==> src/rtl/wash_pkg.sv <==
// wash_pkg: shared state encoding, mode codes and clear-pulse length for wash_panel
package wash_pkg;
  typedef enum logic [1:0] {SEL, RUN, DONE, CLR} state_t;
  localparam logic [1:0] MODE_SPIN  = 2'b00;
  localparam logic [1:0] MODE_SMALL = 2'b01;
  localparam logic [1:0] MODE_MID   = 2'b10;
  localparam logic [1:0] MODE_LARGE = 2'b11;
  localparam int CLR_CYCLES = 2;
endpackage

==> src/rtl/panel_debounce.sv <==
// panel_debounce: 2-FF synchronizer plus counting debouncer emitting a 1-cycle press on accepted rising levels
module panel_debounce #(
  parameter int DB_CYCLES = 2_000_000
) (
  input  logic clk,
  input  logic rst,
  input  logic raw,
  output logic level,
  output logic press
);
  localparam int CW = $clog2(DB_CYCLES + 1);
  logic [1:0] sync;
  logic [CW-1:0] cnt;
  logic armed;
  always_ff @(posedge clk) begin
    sync <= {sync[0], raw};
    if (rst) begin
      cnt   <= '0;
      level <= 1'b0;
      press <= 1'b0;
      armed <= 1'b0;
    end else begin
      press <= 1'b0;
      armed <= armed | ~sync[1];
      if (sync[1] == level) cnt <= '0;
      else if (cnt == CW'(DB_CYCLES - 1)) begin
        cnt   <= '0;
        level <= sync[1];
        press <= sync[1] & armed;
      end else if (cnt != CW'(DB_CYCLES)) cnt <= cnt + 1'b1;
    end
  end
endmodule

==> src/rtl/wash_panel.sv <==
// wash_panel: button-driven mode select / start / pause / completion controller for the washer; WASH_PANEL_BEEP_EN builds the buzzer
module wash_panel import wash_pkg::*; #(
  parameter int DB_CYCLES   = 2_000_000,
  parameter int BEEP_CYCLES = 50_000_000
) (
  input  logic       clk,
  input  logic       rst,
  input  logic       btn_sel,
  input  logic       btn_go,
  input  logic       btn_pause,
  input  logic       nxt,
  output logic [1:0] mode,
  output logic       m_pos,
  output logic       on,
  output logic       wash_rst_n,
  output logic       done_led,
  output logic       buzzer
);
  localparam int CLR_W = (CLR_CYCLES > 1) ? $clog2(CLR_CYCLES) : 1;
  logic [2:0] lvl;
  logic prs_sel, prs_go, prs_pause;
  logic unused_lvl;
  state_t state, state_n;
  logic [1:0] mode_n;
  logic m_pos_n, on_n, done_n, wrn_n;
  logic [CLR_W-1:0] clr_cnt, clr_n;
  panel_debounce #(.DB_CYCLES(DB_CYCLES)) u_sel (.clk(clk), .rst(rst), .raw(btn_sel), .level(lvl[0]), .press(prs_sel));
  panel_debounce #(.DB_CYCLES(DB_CYCLES)) u_go (.clk(clk), .rst(rst), .raw(btn_go), .level(lvl[1]), .press(prs_go));
  panel_debounce #(.DB_CYCLES(DB_CYCLES)) u_pause (.clk(clk), .rst(rst), .raw(btn_pause), .level(lvl[2]), .press(prs_pause));
  assign unused_lvl = ^lvl;
`ifdef WASH_PANEL_BEEP_EN
  localparam int BW = $clog2(BEEP_CYCLES + 1);
  logic [BW-1:0] beep_cnt, beep_n;
  logic bz_n;
  always_ff @(posedge clk) begin
    if (rst) begin
      beep_cnt <= '0;
      buzzer   <= 1'b0;
    end else begin
      beep_cnt <= beep_n;
      buzzer   <= bz_n;
    end
  end
`else
  assign buzzer = 1'b0;
`endif
  always_ff @(posedge clk) begin
    if (rst) begin
      state      <= SEL;
      mode       <= MODE_LARGE;
      m_pos      <= 1'b0;
      on         <= 1'b1;
      done_led   <= 1'b0;
      wash_rst_n <= 1'b0;
      clr_cnt    <= '0;
    end else begin
      state      <= state_n;
      mode       <= mode_n;
      m_pos      <= m_pos_n;
      on         <= on_n;
      done_led   <= done_n;
      wash_rst_n <= wrn_n;
      clr_cnt    <= clr_n;
    end
  end
  always_comb begin
    state_n = state;
    mode_n  = mode;
    m_pos_n = m_pos;
    on_n    = on;
    done_n  = done_led;
    wrn_n   = 1'b1;
    clr_n   = clr_cnt;
`ifdef WASH_PANEL_BEEP_EN
    beep_n  = beep_cnt;
    bz_n    = 1'b0;
`endif
    case (state)
      SEL: begin
        if (prs_go) begin
          state_n = RUN;
          m_pos_n = 1'b1;
        end else if (prs_sel) mode_n = (mode == MODE_LARGE) ? MODE_SPIN : mode + 2'd1;
      end
      RUN: begin
        if (nxt) begin
          state_n = DONE;
          on_n    = 1'b1;
          done_n  = 1'b1;
`ifdef WASH_PANEL_BEEP_EN
          beep_n  = BW'(BEEP_CYCLES);
          bz_n    = 1'b1;
`endif
        end else if (prs_pause) on_n = ~on;
      end
      DONE: begin
`ifdef WASH_PANEL_BEEP_EN
        beep_n = beep_cnt - BW'(beep_cnt != '0);
        bz_n   = (beep_n != '0);
`endif
        if (prs_go) begin
          state_n = CLR;
          m_pos_n = 1'b0;
          done_n  = 1'b0;
          wrn_n   = 1'b0;
          clr_n   = '0;
`ifdef WASH_PANEL_BEEP_EN
          bz_n    = 1'b0;
`endif
        end
      end
      CLR: begin
        if (clr_cnt == CLR_W'(CLR_CYCLES - 1)) state_n = SEL;
        else begin
          clr_n = clr_cnt + 1'b1;
          wrn_n = 1'b0;
        end
      end
      default: state_n = SEL;
    endcase
  end
endmodule

==> config.mk <==
export PLATFORM = sky130hd
export DESIGN_NAME = wash_panel
export DESIGN_NICKNAME = d
export VERILOG_FILES = /design/src/rtl/wash_pkg.sv /design/src/rtl/panel_debounce.sv /design/src/rtl/wash_panel.sv
export SDC_FILE = /design/constraint.sdc
export NUM_CORES = 1
export LEC_CHECK = 0
export ABC_AREA = 1
export CORE_AREA = 5 5 95 97
export CTS_CLUSTER_DIAMETER = 80
export DETAILED_ROUTE_END_ITERATION = 6
export DIE_AREA = 0 0 100 102
export PLACE_DENSITY = 0.78
export RECOVER_POWER = 100
export SLEW_MARGIN = 20
export SYNTH_ARGS = -nofsm -noshare
export SYNTH_HDL_FRONTEND = slang
export SYNTH_HIERARCHICAL = 1
export SYNTH_SLANG_ARGS = --single-unit
==> constraint.sdc <==
create_clock -name clk -period 1.7 [get_ports clk]
set_input_delay 0.17 -clock clk [delete_from_list [all_inputs] [get_ports clk]]
set_output_delay 0.17 -clock clk [all_outputs]
set_load 0.03 [all_outputs]
==> results of run 1 <==
per-layer routing:
metal / global-route usage (%) / vias up / part of all wire (%)
li1: - / 2257 / -
met1: 26.2 / 1904 / 47
met2: 35.5 / 79 / 47
met3: 3.96 / 10 / 4.6
met4: 5.60 / 0 / 1.2
met5: 0 / - / 0
report_power, final:
part	total [uW]	internal [uW]	switching [uW]
logic	124	42.5	81.2
registers	2070	2060	13.2
clock network	1380	567	816
total	3580	2670	910
registers in the layout (all words and copies together), names as in the netlist:
register       count
u_go/cnt          21
u_pause/cnt       21
u_go/level         1
done_led           1
u_sel/level        1
u_pause/armed      1
u_go/press         1
state              2
wash_rst_n         1
u_sel/armed        1
u_go/armed         1
u_sel/sync         2
u_pause/level      1
clr_cnt            1
m_pos              1
mode               2
u_sel/cnt         21
u_pause/sync       2
on                 1
u_sel/press        1
u_go/sync          2
u_pause/press      1
worst register-to-register path: stages, from the launching register on:
cell and delay, ps:
dfxtp_1 390, ha_1 270, inv_2 80, nor2_4 140
nand2_2 80, inv_1 80, nand3_2 170, nand2_8 200
a21oi_1 60
final timing paths:
| check | start | to | slack, ps | cells past startpoint |
|---|---|---|---|---|
| worst min register to register | u_sel/sync[0] | u_sel/sync[1] | 340 | 0 |
| worst max register to register | u_sel/cnt[1] | u_sel/cnt[11] | 130 | 8 |
| worst min-delay path | u_sel/sync[0] | u_sel/sync[1] | 340 | 0 |
| worst max-delay path | mode[0] | mode[0] | 70 | 1 |
metrics by stage:
stage	total power, uW	util, %
after floorplan	2220	-
after global placement	2250	62.7
after detailed placement	2260	62.7
after CTS	3640	65.0
after global routing	3720	63.8
final	3580	63.8
cell usage after synthesis (2+ instances only):
master	n
a21oi_1	38
a21oi_2	20
buf_12	3
dfxtp_1	87
ha_1	11
inv_1	64
inv_2	13
nand2_1	176
nand2_2	11
nand2_8	3
nand3_1	42
nand3_4	3
nand3b_1	9
nand4_1	16
nor2_1	113
nor2_2	30
nor2_4	9
nor3_1	7
o21ai_0	14
or2_0	5
or2_2	2
xnor2_1	9
xor2_1	4
area by class of cell:
class                           count  area [um2]
Fill cell                         784        2920
Multi-Input combinational cell    527        2650
Sequential cell                    87        1740
Inverter                           77         289
Timing Repair Buffer               15         136
Tap cell                          105         131
Clock buffer                        9         124
Clock inverter                      7        63.8
kinds of logic after synthesis:
group,Yosys count,share of synthesized area (%)
AND/OR/NAND/NOR,427,41.8
flip-flops,87,36.0
buffers and inverters,81,7.38
AO/OA/AOI/OAI,75,9.45
XOR/XNOR,13,2.36
adder cells (fa/ha/maj),11,2.85
other,1,0.0776
==> impl_results.md, run 1 <==
* Pwr dens at between 600 and 700 nW/um2
* Core outline area at 8050 um2
* MaxCap Viol Count at 0
* Top FF cell, synth: dfxtp_1
* WL final at between 9000 and 10000 um
* Max incr delay on CP at about 700 ps
* Chip width at about 100 um
* Worst Setup Path Type: reg -> out
* Nets@finish at ~730
* Clock Pin Slew Worst Setup and Hold Paths at 100 ps
* Syn Area/Cell at just under 7 um2
* HP Class: reg -> reg
* Count of different cell masters after synthesis at 29
* Most frequent cells in the layout: nand2_1 (176), nor2_1 (122), dfxtp_1 (87)
* Max Clock Skew at between 10 and 15 ps
* Lkg Pwr at ~0.0016 uW
* Slowest CP cell: clkdlybuf4s50_1
* CP Data Arrival Time at roughly 1500 ps
* Final Hold Fails at 0
* Largest net degree at the start of global routing at 20
* TritonCTS Buffers at 9
* CTS sink cnt at 87
* Initial DRC Count at about 150
* Synth warn at 6
* DP Worst Slack at ~150 ps
* CP cell instances: clkdlybuf4s50_1
* Achievable frequency at approximately 610 MHz
* CP Max Fanout at 4
* Ys async rst share at 0%
* Maximum clock insertion buffer count at 2
* Slew margin rel. at 39.7%
* Vias at 4250
* Final Cycle Share at between 90 and 100%
* GPL Wtd Cong at between 0.8 and 0.9
* Post-synthesis register bit count at 87
* H-tree levels at 3
* DP HPWL at 7510 um
* IO buf count at 11
* DR WL/cell at ~12 um
* Crit path launch type: register
* N_diodes at 0
* Design area at 5130 um2
* Clk Latency, worst-skew pair at between 300 and 400 ps
* Largest cells by area after synthesis: dfxtp_1 (36%), nand2_1 (14%), nor2_1 (8.8%)
* Fin Hold WS at around 340 ps
* DRT antenna net count at 0
* GRT Resource Usage Total at roughly a fifth
* Cell taking the most area after synthesis: dfxtp_1
* Family with the most delay on the worst path: buffers and inverters
* Worst path bufs/invs at 1
* Total gr overflow at 0
* Layout cells sized above 1 at approximately an eighth
* Synthesized cell area at slightly below 5000 um2
* # DRC at 0
* Sum Neg Setup Slack at 0 ps
* Setup Viol. Count Final at 0
* CTS tree: built
* Final std cells w/o fill at 827
* Worst EP required at approximately 1500 ps
* Hold Buf Count CTS at 0
* First-pass GRT wire length at around 17000 um
* Post-placement cell count at between 800 and 900
* Commonest non-fill, non-tap cell in the layout: nand2_1
* Syn Inst Count at about 700
* Initial antenna violation count at 0
* Outcome: finished clean
* Pins Over Slew Limit at 0
* Vias in the first global route at approximately 4000
* Sequential area share after synthesis at about 36%
* Via density at between 5 and 6
* Starting Density at between 60% and 70%
* Post-DP Area at 5050 um2
* Syn-to-layout area delta at 6.27%
* Min Tclk post-route at 1630 ps
* Rows at 33
* IO Pins at 13
* VDD IR max at roughly 580 uV
* Root Buffer: clkbuf_8
* Drt first pass iters at 5
* Die Y at a little over 100 um
* Final WS setup at 73.3 ps
* Syn Nets at approximately 700
* Share of the synthesized area in the top cell type at between 30% and 40%
* Die area at ~10000 um2
* Post-CTS setup buffer count at 0
* CP Capture Type: output pin
* Cts repair resizes at 0
* RSZ-0062 raised after global routing: false
* Worst slew pin tran at between 900 and 1000 ps
* Post-synth EDFFs at 0
(Power assumes the default switching activity.)
==> run 2, diff against run 1 <==
--- a/config.mk
+++ b/config.mk
@@ -12,6 +12,7 @@
 export DIE_AREA = 0 0 100 102
 export PLACE_DENSITY = 0.78
 export RECOVER_POWER = 100
+export REMOVE_ABC_BUFFERS = 1
 export SLEW_MARGIN = 20
 export SYNTH_ARGS = -nofsm -noshare
 export SYNTH_HDL_FRONTEND = slang
==> run 2 against run 1 <==
Net effect: wire length grew 2.7%; global-route usage grew 0.40 points; largest power group unchanged; largest cell class unchanged; clock skew grew 2.8 ps; first-iteration DRC count grew 20%; final area grew 0.63%; fmax is essentially flat; sequential share of layout area shrank 0.21 points; via count grew 2.1%; die area is the same.
==> impl_results.md, run 2 (synthesis gave the netlist of run 1 again) <==
* Outcome: finished clean
* Most frequent cells in the layout: nand2_1 (177), nor2_1 (125), dfxtp_1 (87)
* Syn-to-layout area delta at 6.94%
* Sum Neg Setup Slack at 0 ps (unchanged)
* Final Hold Fails at 0 (unchanged)
* CTS sink cnt at 87 (unchanged)
* Setup Viol. Count Final at 0 (unchanged)
* Layout cells sized above 1 at 11.9% (-0.73 points)
* N_diodes at 0 (unchanged)
* DR WL/cell at 12.1 um (+2.5%)
* Multi-input gate area at 2620 um2 (-0.94%)
* CP Max Fanout at 2 (-2)
* Max incr delay on CP at 750 ps (+50 ps)
* Hold Buf Count CTS at 0 (unchanged)
* IO buf count at 11 (unchanged)
* Worst EP required at 1530 ps (about the same)
* Top Registers: u_go/cnt x21, u_pause/cnt x21, u_sel/cnt x21
* Cts repair resizes at 0 (unchanged)
* Clk Latency, worst-skew pair at 360 ps (about the same)
* Achievable frequency at 615 MHz (about the same)
* Die Y at 102 um (unchanged)
* Post-CTS setup buffer count at 0 (unchanged)
* GPL Wtd Cong at 0.932 (+6.2%)
* Post-DP Area at 5060 um2 (+0.30%)
* RSZ-0062 raised after global routing: false
* Drt first pass iters at 5 (unchanged)
* CP cell instances: dlygate4sd3_1
* Worst Setup Path Type: reg -> out
* Clock Pin Slew Worst Setup and Hold Paths at 90 ps (about the same)
* Rows at 33 (unchanged)
* IO Pins at 13 (unchanged)
* Initial antenna violation count at 0 (unchanged)
* Commonest non-fill, non-tap cell in the layout: nand2_1
* CP Data Arrival Time at 1460 ps (about the same)
* Die area at 10200 um2 (unchanged)
* Maximum clock insertion buffer count at 2 (unchanged)
* DRT antenna net count at 0 (unchanged)
* Design area at 5170 um2 (+0.63%)
* Slew margin rel. at 44.8% (+5.1 points)
* Slowest CP cell: dlygate4sd3_1
* Via density at 5.23 (+1.8%)
* TritonCTS Buffers at 9 (unchanged)
* Worst slew pin tran at 828 ps (-77.2 ps)
* Final Cycle Share at 95.6% (about the same)
* WL final at 10000 um (+2.7%)
* Min Tclk post-route at 1630 ps (-0.729 ps)
* Crit path launch type: register
* Pwr dens at 739 nW/um2 (+6.1%)
* Nets@finish at 736 (+0.27%)
* HP Class: reg -> reg
* # DRC at 0 (unchanged)
* VDD IR max at 405 uV (-30%)
* Max Clock Skew at 13.1 ps (+2.83 ps)
* CTS tree: built
* Vias at 4338 (+2.1%)
* Number of fill cells at 755 (-3.7%)
* GRT Resource Usage Total at 20.9% (+0.40 points)
* Initial DRC Count at 183 (+20%)
* Root Buffer: clkbuf_8
* Largest net degree at the start of global routing at 20 (unchanged)
* CP Capture Type: output pin
* Pins Over Slew Limit at 0 (unchanged)
* Core outline area at 8050 um2 (unchanged)
* Starting Density at 60.0% (unchanged)
* DP HPWL at 7580 um (+0.91%)
* Vias in the first global route at 4085 (+1.5%)
* Family with the most delay on the worst path: buffers and inverters
* First-pass GRT wire length at 17500 um (+1.6%)
* FF+latch area at 1740 um2 (unchanged)
* Lkg Pwr at 0.00163 uW (+1.6%)
* Total gr overflow at 0 (unchanged)
* Worst path bufs/invs at 1 (unchanged)
* Chip width at 100 um (unchanged)
* H-tree levels at 3 (unchanged)
* MaxCap Viol Count at 0 (unchanged)
run 2: worst reg2reg max path: stages, from the launching register on:
cell and delay [ps]:
dfxtp_1 380, ha_2 260, nand3_2 120, nor2_1 240, nand3_4 140, nand2_4 210
a21oi_1 90
run 2: per-layer routing:
layer | up-vias | track usage (%) | share of wire, %
met2 | 77 | 36.0 | 48
li1 | 2253 | - | -
met4 | 0 | 6.22 | 1.3
met1 | 1999 | 26.4 | 46
met3 | 9 | 4.57 | 4.3
met5 | - | 0 | 0
run 2: final cells by class:
cell class	count	share of cell area [%]
flip-flops and latches	87	33.7
inverters	77	5.59
multi-input cells	527	50.8
clock buffers	10	2.66
well taps	105	2.54
repair buffers	17	2.93
clock inverters	6	1.79
run 2: report_power, final:
group          internal (uW)  switching (uW)  leakage, uW  total, uW
Clock                    875             756     0.000109       1630
Sequential              2060            13.7     0.000705       2070
Combinational           40.5            76.9     0.000817        117
Total                   2970             846      0.00163       3820
run 2: worst paths after layout:
| check | to | slack, ps | start | depth (start not counted) |
|---|---|---|---|---|
| min | u_sel/sync[1] | 330 | u_sel/sync[0] | 0 |
| max reg2reg | u_pause/cnt[13] | 160 | u_pause/cnt[1] | 6 |
| min reg2reg | u_sel/sync[1] | 330 | u_sel/sync[0] | 0 |
| max | on | 70 | on | 1 |
run 2: metrics by stage:
step | hold WS, ps | utilization [%] | power [uW] | cells | worst slack, ps
finish | 329 | 64.2 | 3820 | 829 | 74.0
global route | 330 | 64.2 | 3960 | 829 | 24.2
CTS | 235 | 65.7 | 3890 | 829 | 65.6
detailed placement | 313 | 62.9 | 2260 | 813 | 189
global placement | 310 | 62.9 | 2250 | 813 | 288
floorplan | 198 | - | 2200 | 691 | 289
